**src/rtl/vc_class_router.sv**
```systemverilog
// Class/destination router: per-class VC FIFOs feed per-destination FIFOs through a
// single-grant arbiter (strict priority or round-robin); consumers pop each destination.
module vc_class_router #(
    parameter int DATA_WIDTH = 8,
    parameter int NUM_VC     = 2,
    parameter int NUM_DEST   = 2,
    parameter int VC_DEPTH   = 8,
    parameter int D_DEPTH    = 4,
    parameter int CNT_WIDTH  = 5
) (
    input  logic                           clk,
    input  logic                           reset,
    input  logic                           push,
    input  logic [DATA_WIDTH-1:0]          data_in,
    input  logic [$clog2(NUM_VC)-1:0]      class_in,
    input  logic [$clog2(NUM_DEST)-1:0]    dest_in,
    input  logic [NUM_DEST-1:0]            pop,
    input  logic                           arb_mode,
    input  logic [CNT_WIDTH-1:0]           af_vc,
    input  logic [CNT_WIDTH-1:0]           ae_vc,
    input  logic [CNT_WIDTH-1:0]           af_d,
    input  logic [CNT_WIDTH-1:0]           ae_d,
    output logic [NUM_DEST*DATA_WIDTH-1:0] data_out,
    output logic [NUM_DEST-1:0]            valid_out,
    output logic [NUM_VC-1:0]              vc_empty,
    output logic [NUM_VC-1:0]              vc_almost_full,
    output logic [NUM_VC-1:0]              vc_almost_empty,
    output logic [NUM_DEST-1:0]            d_empty,
    output logic [NUM_DEST-1:0]            d_almost_full,
    output logic [NUM_DEST-1:0]            d_almost_empty,
    output logic [7:0]                     drop_count
);
    localparam int CLS_W = $clog2(NUM_VC);
    localparam int DST_W = $clog2(NUM_DEST);
    localparam int VC_AW = $clog2(VC_DEPTH);
    localparam int D_AW  = $clog2(D_DEPTH);
    localparam int EW    = DST_W + DATA_WIDTH;
    localparam logic [CNT_WIDTH-1:0] VC_FULL = CNT_WIDTH'(VC_DEPTH);
    localparam logic [CNT_WIDTH-1:0] D_FULL  = CNT_WIDTH'(D_DEPTH);

    logic [EW-1:0]         vc_mem [NUM_VC][VC_DEPTH];
    logic [DATA_WIDTH-1:0] d_mem  [NUM_DEST][D_DEPTH];

    logic [VC_AW-1:0]     vc_wr_q [NUM_VC];
    logic [VC_AW-1:0]     vc_wr_d [NUM_VC];
    logic [VC_AW-1:0]     vc_rd_q [NUM_VC];
    logic [VC_AW-1:0]     vc_rd_d [NUM_VC];
    logic [CNT_WIDTH-1:0] vc_cnt_q [NUM_VC];
    logic [CNT_WIDTH-1:0] vc_cnt_d [NUM_VC];
    logic [D_AW-1:0]      d_wr_q [NUM_DEST];
    logic [D_AW-1:0]      d_wr_d [NUM_DEST];
    logic [D_AW-1:0]      d_rd_q [NUM_DEST];
    logic [D_AW-1:0]      d_rd_d [NUM_DEST];
    logic [CNT_WIDTH-1:0] d_cnt_q [NUM_DEST];
    logic [CNT_WIDTH-1:0] d_cnt_d [NUM_DEST];

    logic [CLS_W-1:0]               rr_ptr_q, rr_ptr_d;
    logic [NUM_DEST*DATA_WIDTH-1:0] data_out_q, data_out_d;
    logic [NUM_DEST-1:0]            valid_out_q, valid_out_d;
    logic [7:0]                     drop_count_q, drop_count_d;

    logic [DST_W-1:0]      head_dest [NUM_VC];
    logic [NUM_VC-1:0]     eligible;
    logic                  gnt_valid;
    logic [CLS_W-1:0]      gnt_idx;
    logic [CLS_W-1:0]      cand;
    logic [DST_W-1:0]      gnt_dest;
    logic [DATA_WIDTH-1:0] gnt_data;
    logic                  push_ok;
    logic [NUM_VC-1:0]     vc_we;
    logic [NUM_DEST-1:0]   d_we;
    logic [NUM_DEST-1:0]   pop_ok;

    // A VC may move only if its head's destination is below af_d; the D_FULL term
    // protects the destination FIFO when af_d is programmed above its depth.
    always_comb begin
        for (int v = 0; v < NUM_VC; v++) begin
            head_dest[v] = vc_mem[v][vc_rd_q[v]][EW-1:DATA_WIDTH];
            eligible[v]  = (vc_cnt_q[v] != '0) &&
                           (d_cnt_q[head_dest[v]] < af_d) &&
                           (d_cnt_q[head_dest[v]] < D_FULL);
        end
    end

    always_comb begin
        gnt_valid = 1'b0;
        gnt_idx   = '0;
        cand      = '0;
        if (!arb_mode) begin
            for (int v = NUM_VC-1; v >= 0; v--) begin
                if (eligible[v]) begin
                    gnt_valid = 1'b1;
                    gnt_idx   = CLS_W'(v);
                end
            end
        end else begin
            for (int i = NUM_VC-1; i >= 0; i--) begin
                cand = rr_ptr_q + CLS_W'(i);
                if (eligible[cand]) begin
                    gnt_valid = 1'b1;
                    gnt_idx   = cand;
                end
            end
        end
        rr_ptr_d = (arb_mode && gnt_valid) ? gnt_idx + CLS_W'(1) : rr_ptr_q;
        gnt_dest = head_dest[gnt_idx];
        gnt_data = vc_mem[gnt_idx][vc_rd_q[gnt_idx]][DATA_WIDTH-1:0];
    end

    always_comb begin
        push_ok      = push && (vc_cnt_q[class_in] < VC_FULL);
        drop_count_d = drop_count_q;
        if (push && !push_ok && drop_count_q != 8'hFF)
            drop_count_d = drop_count_q + 8'd1;

        for (int v = 0; v < NUM_VC; v++) begin
            vc_we[v]    = push_ok && (class_in == CLS_W'(v));
            vc_wr_d[v]  = vc_we[v] ? vc_wr_q[v] + VC_AW'(1) : vc_wr_q[v];
            vc_rd_d[v]  = vc_rd_q[v];
            vc_cnt_d[v] = vc_cnt_q[v];
            if (gnt_valid && gnt_idx == CLS_W'(v))
                vc_rd_d[v] = vc_rd_q[v] + VC_AW'(1);
            case ({vc_we[v], gnt_valid && gnt_idx == CLS_W'(v)})
                2'b10:   vc_cnt_d[v] = vc_cnt_q[v] + CNT_WIDTH'(1);
                2'b01:   vc_cnt_d[v] = vc_cnt_q[v] - CNT_WIDTH'(1);
                default: vc_cnt_d[v] = vc_cnt_q[v];
            endcase
        end

        data_out_d  = data_out_q;
        valid_out_d = '0;
        for (int d = 0; d < NUM_DEST; d++) begin
            d_we[d]   = gnt_valid && (gnt_dest == DST_W'(d));
            pop_ok[d] = pop[d] && (d_cnt_q[d] != '0);
            d_wr_d[d] = d_we[d] ? d_wr_q[d] + D_AW'(1) : d_wr_q[d];
            d_rd_d[d] = pop_ok[d] ? d_rd_q[d] + D_AW'(1) : d_rd_q[d];
            case ({d_we[d], pop_ok[d]})
                2'b10:   d_cnt_d[d] = d_cnt_q[d] + CNT_WIDTH'(1);
                2'b01:   d_cnt_d[d] = d_cnt_q[d] - CNT_WIDTH'(1);
                default: d_cnt_d[d] = d_cnt_q[d];
            endcase
            if (pop_ok[d]) begin
                data_out_d[d*DATA_WIDTH +: DATA_WIDTH] = d_mem[d][d_rd_q[d]];
                valid_out_d[d] = 1'b1;
            end
        end
    end

    // Storage arrays carry no reset; pointers and counts define what is valid.
    always_ff @(posedge clk) begin
        for (int v = 0; v < NUM_VC; v++)
            if (vc_we[v]) vc_mem[v][vc_wr_q[v]] <= {dest_in, data_in};
        for (int d = 0; d < NUM_DEST; d++)
            if (d_we[d]) d_mem[d][d_wr_q[d]] <= gnt_data;
    end

    always_ff @(posedge clk or posedge reset) begin
        if (reset) begin
            for (int v = 0; v < NUM_VC; v++) begin
                vc_wr_q[v]  <= '0;
                vc_rd_q[v]  <= '0;
                vc_cnt_q[v] <= '0;
            end
            for (int d = 0; d < NUM_DEST; d++) begin
                d_wr_q[d]  <= '0;
                d_rd_q[d]  <= '0;
                d_cnt_q[d] <= '0;
            end
            rr_ptr_q     <= '0;
            data_out_q   <= '0;
            valid_out_q  <= '0;
            drop_count_q <= '0;
        end else begin
            for (int v = 0; v < NUM_VC; v++) begin
                vc_wr_q[v]  <= vc_wr_d[v];
                vc_rd_q[v]  <= vc_rd_d[v];
                vc_cnt_q[v] <= vc_cnt_d[v];
            end
            for (int d = 0; d < NUM_DEST; d++) begin
                d_wr_q[d]  <= d_wr_d[d];
                d_rd_q[d]  <= d_rd_d[d];
                d_cnt_q[d] <= d_cnt_d[d];
            end
            rr_ptr_q     <= rr_ptr_d;
            data_out_q   <= data_out_d;
            valid_out_q  <= valid_out_d;
            drop_count_q <= drop_count_d;
        end
    end

    always_comb begin
        for (int v = 0; v < NUM_VC; v++) begin
            vc_empty[v]        = (vc_cnt_q[v] == '0);
            vc_almost_full[v]  = (vc_cnt_q[v] >= af_vc);
            vc_almost_empty[v] = (vc_cnt_q[v] <= ae_vc);
        end
        for (int d = 0; d < NUM_DEST; d++) begin
            d_empty[d]        = (d_cnt_q[d] == '0);
            d_almost_full[d]  = (d_cnt_q[d] >= af_d);
            d_almost_empty[d] = (d_cnt_q[d] <= ae_d);
        end
    end

    assign data_out   = data_out_q;
    assign valid_out  = valid_out_q;
    assign drop_count = drop_count_q;

endmodule

```
**config.mk**
```make
export PLATFORM = sky130hd
export DESIGN_NAME = vc_class_router
export DESIGN_NICKNAME = d
export VERILOG_FILES = /design/src/rtl/vc_class_router.sv
export SDC_FILE = /design/constraint.sdc
export NUM_CORES = 1
export LEC_CHECK = 0
export ABC_AREA = 1
export BUFFER_PORTS_ARGS = -buffer_cell sky130_fd_sc_hd__buf_2
export CORE_MARGIN = 1
export CORE_UTILIZATION = 51
export CTS_BUF_LIST = sky130_fd_sc_hd__clkbuf_4 sky130_fd_sc_hd__clkbuf_8
export CTS_CLUSTER_SIZE = 10
export DETAILED_ROUTE_END_ITERATION = 7
export HOLD_SLACK_MARGIN = 0.1
export PLACE_DENSITY = 0.69
export SLEW_MARGIN = 20
export SYNTH_ARGS = -nofsm -noshare
export SYNTH_HDL_FRONTEND = slang
export SYNTH_SLANG_ARGS = --single-unit
export TNS_END_PERCENT = 20
```
**constraint.sdc**
```tcl
create_clock -name clk -period 6.85 [get_ports clk]
set_input_delay 1.0275 -clock clk [delete_from_list [all_inputs] [get_ports clk]]
set_output_delay 1.0275 -clock clk [all_outputs]
set_load 0.005 [all_outputs]
```
==> impl_metrics.toml, run 1 <==
[logic_synthesis]
syn-num-nets = 1410
synth-simple-area-share_pct = 18.6
yosysTopAreaCellShare_pct = 47.3
synth_cell_types = 38
synth_mux_area_share_pct = 0
syn_area_per_cell_um2 = 10.2
synth-edff-count = 208
yosys_warnings = 0
synth-compound-area-share_pct = 6.14
ys_async_sr_fraction_pct = 24.4
synth_top_area_cell = "edfxtp_1"
synth_area_um2 = 13200
synthAdderAreaFrac_pct = 7.90
ys_ff_latch = 275
synth_area_leaders = "edfxtp_1, dfrtp_1, nand2_1"
synthFlopType = "edfxtp_1"
synth_xor_area_share_pct = 1.59
syn_inst = 1293
yosysSeqAreaShare_pct = 59.9
synth_top_family_by_area = "simple AND/OR/NAND/NOR gates"

[setup_path]
cpLargestDelayFamily = "simple AND/OR/NAND/NOR gates"
arrival_ps = 5240
ff2ff_path_depth = 23
crit_slowest_cell = "buf_4"
path_class = "register to register"
critical_path_peak_fanout = 60
r2r-start = "vc_rd_q[3]"
critPathRequiredTime_ps = 7170
start_kind = "register"
r2r_end = "d_mem[0][56]"
rrSetupSlack_ps = 1930
critPathCaptureType = "register"
cp_num_buf_inv = 4
slowest_delay_ps = 550
crit_chain = "inv_2 > nand2_1 > nand3_1 > nand3_2 > nand2_1 > nand2_1 > nand2_1 > inv_1 > ha_1 > a21oi_1 > o21ai_0 > nor2_1 > nand3_1 > nor2_1 > nand3_2 > nand2_4 > buf_4 > o21ai_4 > inv_2 > nand3_1 > nand2_1 > nand2_1 > nand2_1"
crit_top_cell = "nand2_1"

[routing]
drc = 0
drt.antenna.violating_nets = 0
drt_pass1_iterations = 5
post_drt_wl_per_cell_um = 16.4
vias_per_cell = 5.24
wirelength_um = 28700
num_vias = 9168
drt_iter0_drc = 646

[cts]
cts_resized = 0
path_clk_slew_ps = 70
clk_latency_ps = 560
htree_levels = 2
max-clock-path-buffers = 3
postCtsSetupBuffers = 0
tritoncts = "done"
cts_hold_buffers = 0
cts_sinks = 275
cts-buffers-inserted = 46
cts_root_buffer = "clkbuf_8"

[timing]
relSlewSlack_pct = 23.0
setup_ws_ps = 1930
setup_viol = 0
worst_pin_slew_ps = 1150
finalHoldViolCount = 0
fmax_ghz = 0.203
rsz0062_at_grt = "false"
post-route-period-util_pct = 71.8
whs_ps = 490
skew_ps = 20.4
drv_slew = 0
fin_setup_tns_ps = 0
fin_crit_ps = 4920

[run]
drv_cap = 0

[floorplan]
die-area_um2 = 26600
start_util_pct = 52.2
ios = 74
die_w_um = 163
placement_rows = 58
die_h_um = 163
core_area_um2 = 25300

[worst_hold_path]
hold_depth = 1
hp-start = "drop_count[7]"
hold_path_end = "drop_count[7]"
hold_class = "register to register"

[power]
clkPwrFrac_pct = 19.0
p_sw_mw = 3.25
p_comb_share_pct = 45.6
p_leak_nw = 6.49
p_seq_share_pct = 35.5
sw_frac_of_total_pct = 43.5
total_power_mw = 7.47
p_int_mw = 4.22
ir_drop_mv = 0.270
powerDensity_nw_per_um2 = 506

[grt]
grtUsageTotal_pct = 22.3
grt_pass1_wl_um = 45800
grt_max_degree = 68
overflow = 0
grt_pass1_vias = 8711
antenna_found_initial = 0

[placed_design]
dp_hpwl_um = 19100
routabilityCongestion = 0.851
pre_cts_ws_ps = 2040
io_buffers = 73

[finish]
nets = 1501
final_layout_size_suffix_gt1_share_pct = 13.1
area_delta_synth_final_pct = 11.7
n_antenna_cell = 0
final_common_cell = "nand2_1"
final_cell_mix = "nand2_1, edfxtp_1, inv_1, nor2_1, nand3_1"
final_util_pct = 58.3

[run_status]
status = "completed"
## metrics by stage
| step | area [µm²] | std cells |
|---|---|---|
| 2_1_floorplan | 13200 | 1293 |
| 3_3_place_gp | 13900 | 1666 |
| 3_5_place_dp | 13900 | 1666 |
| 4_1_cts | 14800 | 1748 |
| 5_1_grt | 14800 | 1748 |
| 6_report | 14800 | 1748 |
## power by group through the flow
stage / sequential (mW) / combinational (mW) / clock [mW]
CTS: 2.65 / 3.42 / 1.44
global placement: 2.67 / 3.30 / 0
finish: 2.65 / 3.40 / 1.42
detailed placement: 2.68 / 3.40 / 0
floorplan: 2.57 / 2.55 / 0
global route: 2.69 / 3.88 / 1.51
## worst reg2reg max path: stages, from the launching register on
cell     delay (ps)
dfrtp_1         440
inv_2           140
nand2_1          70
nand3_1          80
nand3_2         150
nand2_1         200
nand2_1          70
nand2_1          80
inv_1            50
ha_1            290
a21oi_1         140
o21ai_0         100
nor2_1          110
nand3_1          80
nor2_1          160
nand3_2         480
nand2_4         340
buf_4           550
o21ai_4         290
inv_2           320
nand3_1         120
nand2_1          80
nand2_1          50
nand2_1         320
## registers in the layout, summed over array words and instances (netlist names)
register    count
drop_count      8
valid_out       2
vc_wr_q         6
vc_rd_q         6
d_wr_q          4
d_cnt_q        10
vc_cnt_q       10
d_rd_q          4
data_out       16
vc_mem        144
rr_ptr_q        1
d_mem          64
## kinds of logic (layout without fill, tap and decap cells)
group | count (synthesis) | after routing
adder cells (fa/ha/maj) | 81 | 81
XOR/XNOR | 24 | 24
AO/OA/AOI/OAI | 143 | 143
flip-flops | 275 | 275
buffers and inverters | 191 | 316
AND/OR/NAND/NOR | 579 | 579
## Yosys cell counts (2+ instances only)
cell,instances
edfxtp_1,208
nand2_2,3
o22ai_1,3
or2_2,5
ha_1,77
xnor2_1,8
a31oi_1,18
clkbuf_1,19
nand3_2,6
nand4_1,18
nand3b_1,8
nand2_1,290
a21oi_1,38
buf_2,11
xor2_1,16
inv_2,7
dfrtp_1,67
nand2_4,2
clkinv_1,2
fa_1,4
o21ai_0,66
buf_6,3
o21bai_1,10
nor3_1,5
buf_4,4
nand3_1,96
inv_1,145
a21o_1,2
nor2_1,143
## layer usage
metal	global-route usage, %	wire [µm]	vias to the layer above
li1	-	-	4533
met5	0	0	-
met3	3.46	1690	45
met1	30.2	12700	4324
met2	36.4	13700	266
met4	8.16	616	0
## area by class of cell
cell class	instances	area, µm²
Fill cell	2150	10600
Inverter	154	578
Multi-Input combinational cell	827	4540
Sequential cell	275	7920
Clock inverter	26	183
Tap cell	330	413
Timing Repair Buffer	80	418
Clock buffer	56	708
## how the worst max path moves through the flow
stage	startpoint	to	slack [ps]	cells after the start
after global routing	vc_rd_q[3]	d_mem[0][13]	1620	23
after floorplan	af_d[4]	d_cnt_q[4]	2950	22
after global placement	af_d[2]	d_mem[0][6]	2100	18
after CTS	vc_rd_q[3]	d_mem[0][38]	2020	24
after detailed placement	vc_rd_q[3]	d_mem[0][50]	2040	23
final	vc_rd_q[3]	d_mem[0][56]	1930	23
(Power assumes the default switching activity.)
==> run 2, diff against run 1 <==
--- a/config.mk
+++ b/config.mk
@@ -13,7 +13,7 @@
 export CTS_CLUSTER_SIZE = 10
 export DETAILED_ROUTE_END_ITERATION = 7
 export HOLD_SLACK_MARGIN = 0.1
-export PLACE_DENSITY = 0.69
+export PLACE_DENSITY = 0.71
 export SLEW_MARGIN = 20
 export SYNTH_ARGS = -nofsm -noshare
 export SYNTH_HDL_FRONTEND = slang
==> constraint.sdc (replaced) <==
create_clock -name clk -period 4 [get_ports clk]
set_input_delay 0.6 -clock clk [delete_from_list [all_inputs] [get_ports clk]]
set_output_delay 0.6 -clock clk [all_outputs]
set_load 0.005 [all_outputs]
==> run 2 against run 1 <==
Cell area is 3.5% higher; first-iteration DRC count grew 17%; clock power rose by 69%; clock skew is 4.2 ps lower; sequential share of layout area is 1.8 points lower; largest power group unchanged; global-route usage increased by 0.32 points; critical path depth decreased by 5; largest cell class unchanged; non-clock buffer count grew 38; wire length up 1.8%.
==> impl_metrics.toml, run 2 (synthesized netlist as in run 1, its figures left out) <==
[floorplan]
die_h_um = 163
core_area_um2 = 25300
die_w_um = 163
start_util_pct = 52.2
ios = 74
placement_rows = 58
die-area_um2 = 26600

[cts]
cts-buffers-inserted = 45
htree_levels = 2
cts_root_buffer = "clkbuf_8"
cts_hold_buffers = 0
path_clk_slew_ps = 70
cts_sinks = 275
tritoncts = "done"
clk_latency_ps = 550
max-clock-path-buffers = 3

[setup_path]
crit_top_cell = "nand2_1"
arrival_ps = 4010
critPathRequiredTime_ps = 4190
slowest_delay_ps = 440
critPathCaptureType = "register"
crit_chain = "inv_2 > nand3_1 > nand3_4 > nand2_4 > nand2_1 > nand2_1 > ha_1 > a21oi_1 > o211ai_1 > nor2_1 > nand2_1 > nor2_4 > nand2_4 > buf_4 > o21ai_2 > inv_1 > nand2_1 > nand2_1"
critical_path_peak_fanout = 10
crit_slowest_cell = "dfrtp_1"
start_kind = "register"
path_class = "register to register"

[routing]
drc = 0
drt.antenna.violating_nets = 0
drt_pass1_iterations = 6
drt_iter0_drc = 756
vias_per_cell = 5.28
post_drt_wl_per_cell_um = 16.4
num_vias = 9446
wirelength_um = 29200

[grt]
overflow = 0
top_usage_layer = "met2"
grt_util_met2_pct = 37.7
antenna_found_initial = 0
grt_max_degree = 49
grt_pass1_vias = 9256
grt_pass1_wl_um = 46800
grtUsageTotal_pct = 22.6
use_met1_pct = 29.6
grt_use_met3_pct = 3.72

[timing]
fin_setup_tns_ps = 0
post-route-period-util_pct = 95.5
skew_ps = 16.2
setup_viol = 0
drv_slew = 0
fmax_ghz = 0.262
fin_crit_ps = 3820
finalHoldViolCount = 0
worst_pin_slew_ps = 1060
relSlewSlack_pct = 29.0
rsz0062_at_grt = "true"

[finish]
largest_reg_flops = 144
nets = 1538
final_common_cell = "nand2_1"
finalInstanceArea_um2 = 15300
final_util_pct = 60.3
area_delta_synth_final_pct = 15.6
n_antenna_cell = 0
final_cell_mix = "nand2_1, edfxtp_1, nor2_1, inv_1, nand3_1"
final_layout_size_suffix_gt1_share_pct = 17.1

[power]
powerDensity_nw_per_um2 = 889
p_leak_nw = 6.69
ir_drop_mv = 0.349

[placed_design]
io_buffers = 73
routabilityCongestion = 0.913
dp_hpwl_um = 19400
placed_area_um2 = 14100

[worst_hold_path]
hold_class = "primary input to async pin"

[run]
drv_cap = 0

[run_status]
status = "completed"
run 2: cell count changes in the layout (fill, tap and decap cells not counted), sizes merged:
| cell | change |
|---|---|
| buf | +38 |
| clkinv | +2 |
| clkbuf | +3 |
| bufinv | -1 |
| clkinvlp | -2 |
run 2: worst max-delay path, delay by kind of cell, from the launching register on:
| kind | cells | cell delay [ps] |
|---|---|---|
| flops | 1 | 440 |
| fa+ha+maj | 1 | 300 |
| simple gates | 11 | 1410 |
| buf+inv | 3 | 630 |
| compound gates | 3 | 660 |
run 2: path summary, 6_finish.rpt:
path	depth (start not counted)	slack, ps	startpoint	to
max in group asynchronous	3	2990	reset	data_out[14]
worst max register to register	18	180	vc_rd_q[1]	d_mem[0][29]
min in group clk	4	390	arb_mode	rr_ptr_q
worst min register to register	1	500	drop_count[7]	drop_count[7]
worst min-delay path	2	190	reset	vc_wr_q[1]
worst max-delay path	18	180	vc_rd_q[1]	d_mem[0][29]
run 2: area by class of cell:
class	instances	area, µm²
Sequential cell	275	7930
Timing Repair Buffer	118	748
Inverter	154	584
Tap cell	330	413
Clock inverter	25	145
Multi-Input combinational cell	827	4720
Clock buffer	59	743
Fill cell	2064	10000
run 2: power breakdown:
group          total (mW)  switching [mW]  internal [mW]  leakage [nW]
Clock                2.40            1.11           1.29         0.461
Sequential           4.54           0.476           4.06          2.66
Combinational        6.64            4.27           2.37          3.58
Total                13.6            5.86           7.72          6.69
run 2: what timing repair did:
action / CTS / global route
pin swaps: 0 / 20
gates resized for setup: 2 / 48
setup buffers: 0 / 12
endpoints found under the setup margin: 1 / 79
run 2: metrics by stage:
step / setup WS, ps / hold slack [ps] / power, mW / cells
3_5_place_dp: -27.7 / 476 / 10.7 / 1692
6_report: 180 / 195 / 13.6 / 1788
4_1_cts: 11.0 / 325 / 13.2 / 1776
5_1_grt: -116 / 228 / 14.7 / 1788
3_3_place_gp: 71.5 / 468 / 10.5 / 1692
2_1_floorplan: 130 / 444 / 8.76 / 1293
run 2: layer usage:
metal	share of wire, %	vias up
met1	43	4460
li1	-	4610
met2	48	310
met3	6.5	66
met4	2.7	0
met5	0	-
